**config.mk**
```make
export PLATFORM = sky130hd
export DESIGN_NAME = wb_stage_buffer
export DESIGN_NICKNAME = d
export VERILOG_FILES = /design/src/rtl/riscv_wb_pkg.sv /design/src/rtl/wb_result_mux.sv /design/src/rtl/wb_stage_buffer.sv
export SDC_FILE = /design/constraint.sdc
export NUM_CORES = 1
export LEC_CHECK = 0
export ABC_AREA = 1
export CAP_MARGIN = 20
export CORE_UTILIZATION = 50
export CTS_CLUSTER_DIAMETER = 120
export DETAILED_ROUTE_END_ITERATION = 8
export HOLD_SLACK_MARGIN = 0.02
export MAX_ROUTING_LAYER = met4
export PLACE_DENSITY = 0.82
export SLEW_MARGIN = 30
export SYNTH_ARGS = -nofsm -noshare
export SYNTH_HDL_FRONTEND = slang
export SYNTH_HIERARCHICAL = 1
export SYNTH_SLANG_ARGS = --single-unit
```
**constraint.sdc**
```tcl
create_clock -name clk -period 1.55 [get_ports clk]
set_input_delay 0.3875 -clock clk [delete_from_list [all_inputs] [get_ports clk]]
set_output_delay 0.3875 -clock clk [all_outputs]
set_load 0.05 [all_outputs]
```
**src/rtl/riscv_wb_pkg.sv**
```systemverilog
// rtl/riscv_wb_pkg.sv - shared types and constants for the write-back stage
//
// Purpose : write-back source encoding, default widths, the elastic-buffer
//           state enum and the packed entry type carried through the stage.
// Ports   : none (package).
package riscv_wb_pkg;

    localparam int WB_XLEN       = 32;
    localparam int WB_REG_ADDR_W = 5;

    localparam logic [1:0] WB_SEL_ALU = 2'b00;
    localparam logic [1:0] WB_SEL_MEM = 2'b01;
    localparam logic [1:0] WB_SEL_PC4 = 2'b10;
    localparam logic [1:0] WB_SEL_IMM = 2'b11;

    typedef enum logic [1:0] {
        EMPTY = 2'd0,
        ONE   = 2'd1,
        TWO   = 2'd2
    } wb_buf_state_e;

    typedef struct packed {
        logic [WB_XLEN-1:0]       alu_result;
        logic [WB_XLEN-1:0]       mem_rdata;
        logic [WB_XLEN-1:0]       pc_plus4;
        logic [WB_XLEN-1:0]       imm;
        logic [1:0]               wb_sel;
        logic [WB_REG_ADDR_W-1:0] rd;
        logic                     reg_write;
    } wb_entry_t;

endpackage

```
**src/rtl/wb_result_mux.sv**
```systemverilog
// rtl/wb_result_mux.sv - 4:1 write-back result selector
//
// Purpose : picks the write-back value from the four result sources using
//           the WB_SEL encoding. Purely combinational.
// Ports   : sel_i       - source select (WB_SEL_*)
//           alu_i       - ALU result
//           mem_i       - load data
//           pc4_i       - return address
//           imm_i       - immediate
//           result_o    - selected value, full XLEN width, no extension
module wb_result_mux
    import riscv_wb_pkg::*;
#(
    parameter int XLEN = WB_XLEN
) (
    input  logic [1:0]      sel_i,
    input  logic [XLEN-1:0] alu_i,
    input  logic [XLEN-1:0] mem_i,
    input  logic [XLEN-1:0] pc4_i,
    input  logic [XLEN-1:0] imm_i,
    output logic [XLEN-1:0] result_o
);

    always_comb begin
        result_o = alu_i;
        case (sel_i)
            WB_SEL_ALU: result_o = alu_i;
            WB_SEL_MEM: result_o = mem_i;
            WB_SEL_PC4: result_o = pc4_i;
            WB_SEL_IMM: result_o = imm_i;
            default:    result_o = alu_i;
        endcase
    end

endmodule

```
**src/rtl/wb_stage_buffer.sv**
```systemverilog
// rtl/wb_stage_buffer.sv - MEM/WB stage with 2-entry elastic buffer
//
// Purpose : buffers completed instructions in a head + skid register pair,
//           selects the write-back value and drives the register-file
//           write port. Optional forwarding outputs under WB_BYPASS_EN.
// Ports   : clk, rst          - clock, synchronous active-high reset
//           in_valid/in_ready - upstream handshake (in_ready registered)
//           in_*              - entry fields: sources, wb_sel, rd, reg_write
//           flush             - drop every buffered entry
//           rf_ready          - register file takes the head entry
//           out_valid         - head entry present
//           rf_we/rf_waddr/rf_wdata - register-file write port
//           fwd_valid/fwd_rd/fwd_data - forwarding copy (WB_BYPASS_EN only)
module wb_stage_buffer
    import riscv_wb_pkg::*;
#(
    parameter int XLEN       = WB_XLEN,
    parameter int REG_ADDR_W = WB_REG_ADDR_W
) (
    input  logic                  clk,
    input  logic                  rst,
    input  logic                  in_valid,
    output logic                  in_ready,
    input  logic [XLEN-1:0]       in_alu_result,
    input  logic [XLEN-1:0]       in_mem_rdata,
    input  logic [XLEN-1:0]       in_pc_plus4,
    input  logic [XLEN-1:0]       in_imm,
    input  logic [1:0]            in_wb_sel,
    input  logic [REG_ADDR_W-1:0] in_rd,
    input  logic                  in_reg_write,
    input  logic                  flush,
    input  logic                  rf_ready,
    output logic                  out_valid,
    output logic                  rf_we,
    output logic [REG_ADDR_W-1:0] rf_waddr,
    output logic [XLEN-1:0]       rf_wdata
`ifdef WB_BYPASS_EN
    ,
    output logic                  fwd_valid,
    output logic [REG_ADDR_W-1:0] fwd_rd,
    output logic [XLEN-1:0]       fwd_data
`endif
);

    wb_buf_state_e state_q, state_d;
    wb_entry_t     head_q, head_d;
    wb_entry_t     skid_q, skid_d;
    wb_entry_t     in_entry;

    logic          accept;
    logic          retire;
    logic [XLEN-1:0] head_wdata;

    assign in_entry.alu_result = in_alu_result;
    assign in_entry.mem_rdata  = in_mem_rdata;
    assign in_entry.pc_plus4   = in_pc_plus4;
    assign in_entry.imm        = in_imm;
    assign in_entry.wb_sel     = in_wb_sel;
    assign in_entry.rd         = in_rd;
    assign in_entry.reg_write  = in_reg_write;

    // Both handshake qualifiers come from the state register only, so
    // in_ready never has a combinational path from rf_ready.
    assign in_ready  = (state_q != TWO);
    assign out_valid = (state_q != EMPTY);

    assign accept = in_valid & in_ready;
    assign retire = out_valid & rf_ready;

    always_comb begin
        state_d = state_q;
        head_d  = head_q;
        skid_d  = skid_q;
        if (flush) begin
            // Data registers are left as-is; only occupancy is dropped.
            state_d = EMPTY;
        end else begin
            case (state_q)
                EMPTY: begin
                    if (accept) begin
                        head_d  = in_entry;
                        state_d = ONE;
                    end
                end
                ONE: begin
                    if (accept && retire) begin
                        head_d = in_entry;
                    end else if (accept) begin
                        skid_d  = in_entry;
                        state_d = TWO;
                    end else if (retire) begin
                        state_d = EMPTY;
                    end
                end
                TWO: begin
                    // in_ready is low here, so only a retire can happen.
                    if (retire) begin
                        head_d  = skid_q;
                        state_d = ONE;
                    end
                end
                default: state_d = EMPTY;
            endcase
        end
    end

    always_ff @(posedge clk) begin
        if (rst) begin
            state_q <= EMPTY;
            head_q  <= '0;
            skid_q  <= '0;
        end else begin
            state_q <= state_d;
            head_q  <= head_d;
            skid_q  <= skid_d;
        end
    end

    wb_result_mux #(
        .XLEN(XLEN)
    ) u_result_mux (
        .sel_i   (head_q.wb_sel),
        .alu_i   (head_q.alu_result),
        .mem_i   (head_q.mem_rdata),
        .pc4_i   (head_q.pc_plus4),
        .imm_i   (head_q.imm),
        .result_o(head_wdata)
    );

    assign rf_waddr = head_q.rd;
    assign rf_wdata = head_wdata;
    // x0 is hardwired to zero; the entry still retires, it just never writes.
    assign rf_we    = out_valid & head_q.reg_write & (head_q.rd != '0);

`ifdef WB_BYPASS_EN
    assign fwd_valid = rf_we;
    assign fwd_rd    = out_valid ? rf_waddr : '0;
    assign fwd_data  = out_valid ? rf_wdata : '0;
`endif

endmodule

```
==> results.toml, run 1 <==
[run_status]
error = "[ERROR GRT-0232] Routing congestion too high. Check the congestion heatmap in the GUI."
status = "did not finish"
haltStage = "global routing"

[logic_synthesis]
async_flop_share = 0
ys.flop_type = "dfxtp_1"
syn_area_mm2 = 0.0136
yosys.cell_count.top_type = "nor2_1"
yosysSeqAreaShare = 0.405
synthTopCellsByCount = "nor2_1, nand2_1, nand3_1, dfxtp_1, inv_1"
syn_nets = 2285
yosysTopAreaCell = "dfxtp_1"
ys_types = 24
yosys.area.top_type_share = 0.405
yosysWarnings = 6
synth_seq_cells = 274
synthTopCellsByArea = "dfxtp_1, nor2_1, nand3_1"
synth.avg_cell_area_um2 = 6.32
synth-edff-count = 0
syn_inst = 2144

[clock_network]
clockBufferDepth = 3
cts_made_buffers = 29
root_buffer = "clkbuf_16"
cts.htree.levels = 1
holdBufCountCts = 0
cts_sinks = 274

[sta]
endpoint_type = "primary output"
grt-worst-endpoint = "rf_wdata[22]"

[die]
io_pins = 181
die_h_um = 167
start_util = 0.514
die_x_um = 167
rows = 59

[global_route]
grt_overflow = 392
grt_usage = 0.903
grt_start_max_net_pins = 72

[place]
place_congestion = 0.942
hpwl_um = 29400
numPortBuffers = 180
-- metal layers --
layer,global-route usage,GRT overflow
met4,0.921,150
met1,0.876,20
met5,-,-
met2,0.998,183
met3,0.811,39
-- cells by family after synthesis --
kind of cell,after synthesis,share of synthesized area
simple gates,1404,0.434
compound gates,142,0.0528
flops,274,0.405
buf+inv,324,0.108
-- metrics by stage --
step | TNS (ns) | worst slack [ns] | cell area [um^2] | hold WS (ns) | std cells
after CTS | -49.11 | -0.641 | 21500 | 0.468 | 2735
after detailed placement | -129.50 | -0.538 | 16500 | 0.470 | 2570
after global placement | -110.48 | -0.465 | 16500 | 0.461 | 2570
after floorplan | 0 | 0.00327 | 13600 | 0.455 | 2144
-- timing repair --
| action | CTS |
|---|---|
| pin swaps | 148 |
| hold endpoints to repair | 0 |
| buffers inserted | 63 |
| endpoints found under the setup margin | 293 |
| gates resized for setup | 634 |
| gates cloned | 55 |
==> inputs of run 2 (changes only) <==
- CORE_UTILIZATION: 50 -> 35
- CTS_CLUSTER_DIAMETER: 120 -> unset
- HOLD_SLACK_MARGIN: 0.02 -> unset
- MAX_ROUTING_LAYER: met4 -> unset
- PLACE_DENSITY: 0.82 -> unset
- PLACE_DENSITY_LB_ADDON: unset -> 0.15
- clock period: 1.55 -> 2.02 ns (I/O delays scaled with it)
==> results.toml, run 2 <==
[logic_synthesis]
yosysWarnings = 6
synthTopCellsByCount = "nor2_1, nand2_1, nand3_1, dfxtp_1, inv_1"
synth.avg_cell_area_um2 = 6.32
synth_seq_cells = 274
synthTopCellsByArea = "dfxtp_1, nor2_1, nand3_1"
yosys.area.top_type_share = 0.405
synth-edff-count = 0
async_flop_share = 0
yosysTopAreaCell = "dfxtp_1"
ys_types = 24
yosysSeqAreaShare = 0.405
syn_inst = 2144
syn_nets = 2285
yosys.cell_count.top_type = "nor2_1"
ys.flop_type = "dfxtp_1"
syn_area_mm2 = 0.0136

[global_route]
grt_antenna_before_repair = 1
grt_pass1_vias = 13003
grt_pass1_wl_um = 74600
grt_usage = 0.242
grt_overflow = 0
grt_start_max_net_pins = 137

[sta]
relSlewSlack = 0.433
finalSetupViolCount = 32
hold_violations = 0
min_period_over_period = 1.16
period_minus_slack_ns = 2.35
finClkSkew_ns = 0.00948
rsz0062_at_grt = "yes"
final_max_slew_viol_count = 0
max_freq_mhz = 426
fin_ws_ns = -0.327
tightest_slew_ns = 0.851
tns_ns = -8.98

[run]
cap_violations = 0

[detailed_routing]
wire_per_inst_um = 17.4
final_antenna_net_count = 0
viasPerCell = 5.10
routed_wl_um = 48600
first_pass_iters = 6
drt_iter0_drc = 1329
vias = 14260
route.detailed.drc = 0

[die]
die_h_um = 199
core_area_mm2 = 0.0378
start_util = 0.358
die-area_mm2 = 0.0395
io_pins = 181
die_x_um = 199
rows = 71

[finish]
regMostFlops = "skid_q"
drive_gt1_frac = 0.108
utilization = 0.475
antenna_cells = 0
final_cell_mix = "nor2_1, nand2_1, nand3_1"
syn_to_final_growth_pct = 32.5
nNetsFinal = 2406
final_common_cell = "nor2_1"
largest_reg_flops = 136
finalInstanceArea_mm2 = 0.0180

[clock_network]
clockBufferDepth = 3
cts_made_buffers = 31
cts_sinks = 274
cts.htree.levels = 1
clk_pin_slew_ns = 0.06
cts_tree = "built"
root_buffer = "clkbuf_16"
insertion_delay_ns = 0.57

[critical_path]
startpoint_type = "flip-flop"
critical-path-slowest-cell = "dfxtp_4"
cp_cell_sequence = "buf_8 -> clkbuf_16 -> nand3_1 -> nand4_1 -> buf_12"
end_kind = "output port"
cp_max_fo = 5
required_ns = 1.51
criticalPathCategory = "flip-flop to output port"
arrival_ns = 1.84
max_stage_delay_ns = 0.37

[place]
dp_slack_ns = -0.161
place_congestion = 0.926
dpl_cell_area_mm2 = 0.0163
numPortBuffers = 180
hpwl_um = 32400

[pwr]
powerDensity_mw_per_mm2 = 804
max-vdd-ir-drop_mv = 0.654
p_leak_uw = 0.00809
total_power_uw = 14400

[run_status]
violations = "setup timing"
status = "finished with violations"

[min_path]
min_path_type = "flip-flop to flip-flop"
==> run 2: repair_timing <==
item | 4_1_cts | 5_1_grt
resized for setup | 57 | 29
cloned | 7 | 3
pin swaps | 20 | 16
hold buffers | 0 | 0
setup endpoints to repair | 36 | 33
setup buffers | 13 | 1
==> run 2: metal layers <==
layer	GRT usage	part of all wire	vias up
met1	0.343	0.45	6691
li1	-	-	6997
met3	0.0302	0.064	87
met4	0.0937	0.038	2
met2	0.372	0.45	483
met5	0	0.00023	-
==> run 2: worst paths after layout <==
kind | from | end | slack, ns | depth (start not counted)
worst min-delay path | head_q[23] | head_q[23] | 0.48 | 2
worst max register to register | state_q[0] | head_q[117] | 0.11 | 8
worst max-delay path | head_q[7] | rf_wdata[15] | -0.33 | 5
worst min register to register | head_q[23] | head_q[23] | 0.48 | 2
==> run 2: area by class of cell <==
type | count | area (um^2)
clock buffers | 44 | 905
clock inverters | 11 | 113
fillers | 3892 | 19900
inverters | 148 | 568
multi-input cells | 1546 | 6860
flip-flops and latches | 274 | 5500
well taps | 511 | 639
repair buffers | 264 | 3380
==> run 2: cells by family after synthesis <==
family          count (synthesis)  synth area share
buf+inv                       324             0.108
compound gates                142            0.0528
flops                         274             0.405
simple gates                 1404             0.434
==> run 2: critical path: cells and delay by family (launching register included) <==
family | cells | cell delay, ns
buffers and inverters | 3 | 0.56
flip-flops | 1 | 0.37
AND/OR/NAND/NOR | 2 | 0.33
==> run 2: power by group <==
part | total, uW | switching (uW) | internal (uW) | leakage (uW)
Combinational | 2870 | 1650 | 1220 | 0.00535
Clock | 5670 | 2330 | 3340 | 0.000498
Sequential | 5900 | 200 | 5700 | 0.00224
==> run 2: stage by stage <==
stage | std cells | hold WS [ns]
after global placement | 2722 | 0.462
after CTS | 2796 | 0.485
after detailed placement | 2722 | 0.472
after global routing | 2798 | 0.500
after floorplan | 2144 | 0.455
final | 2798 | 0.481
Power figures use the tool's default switching activity.
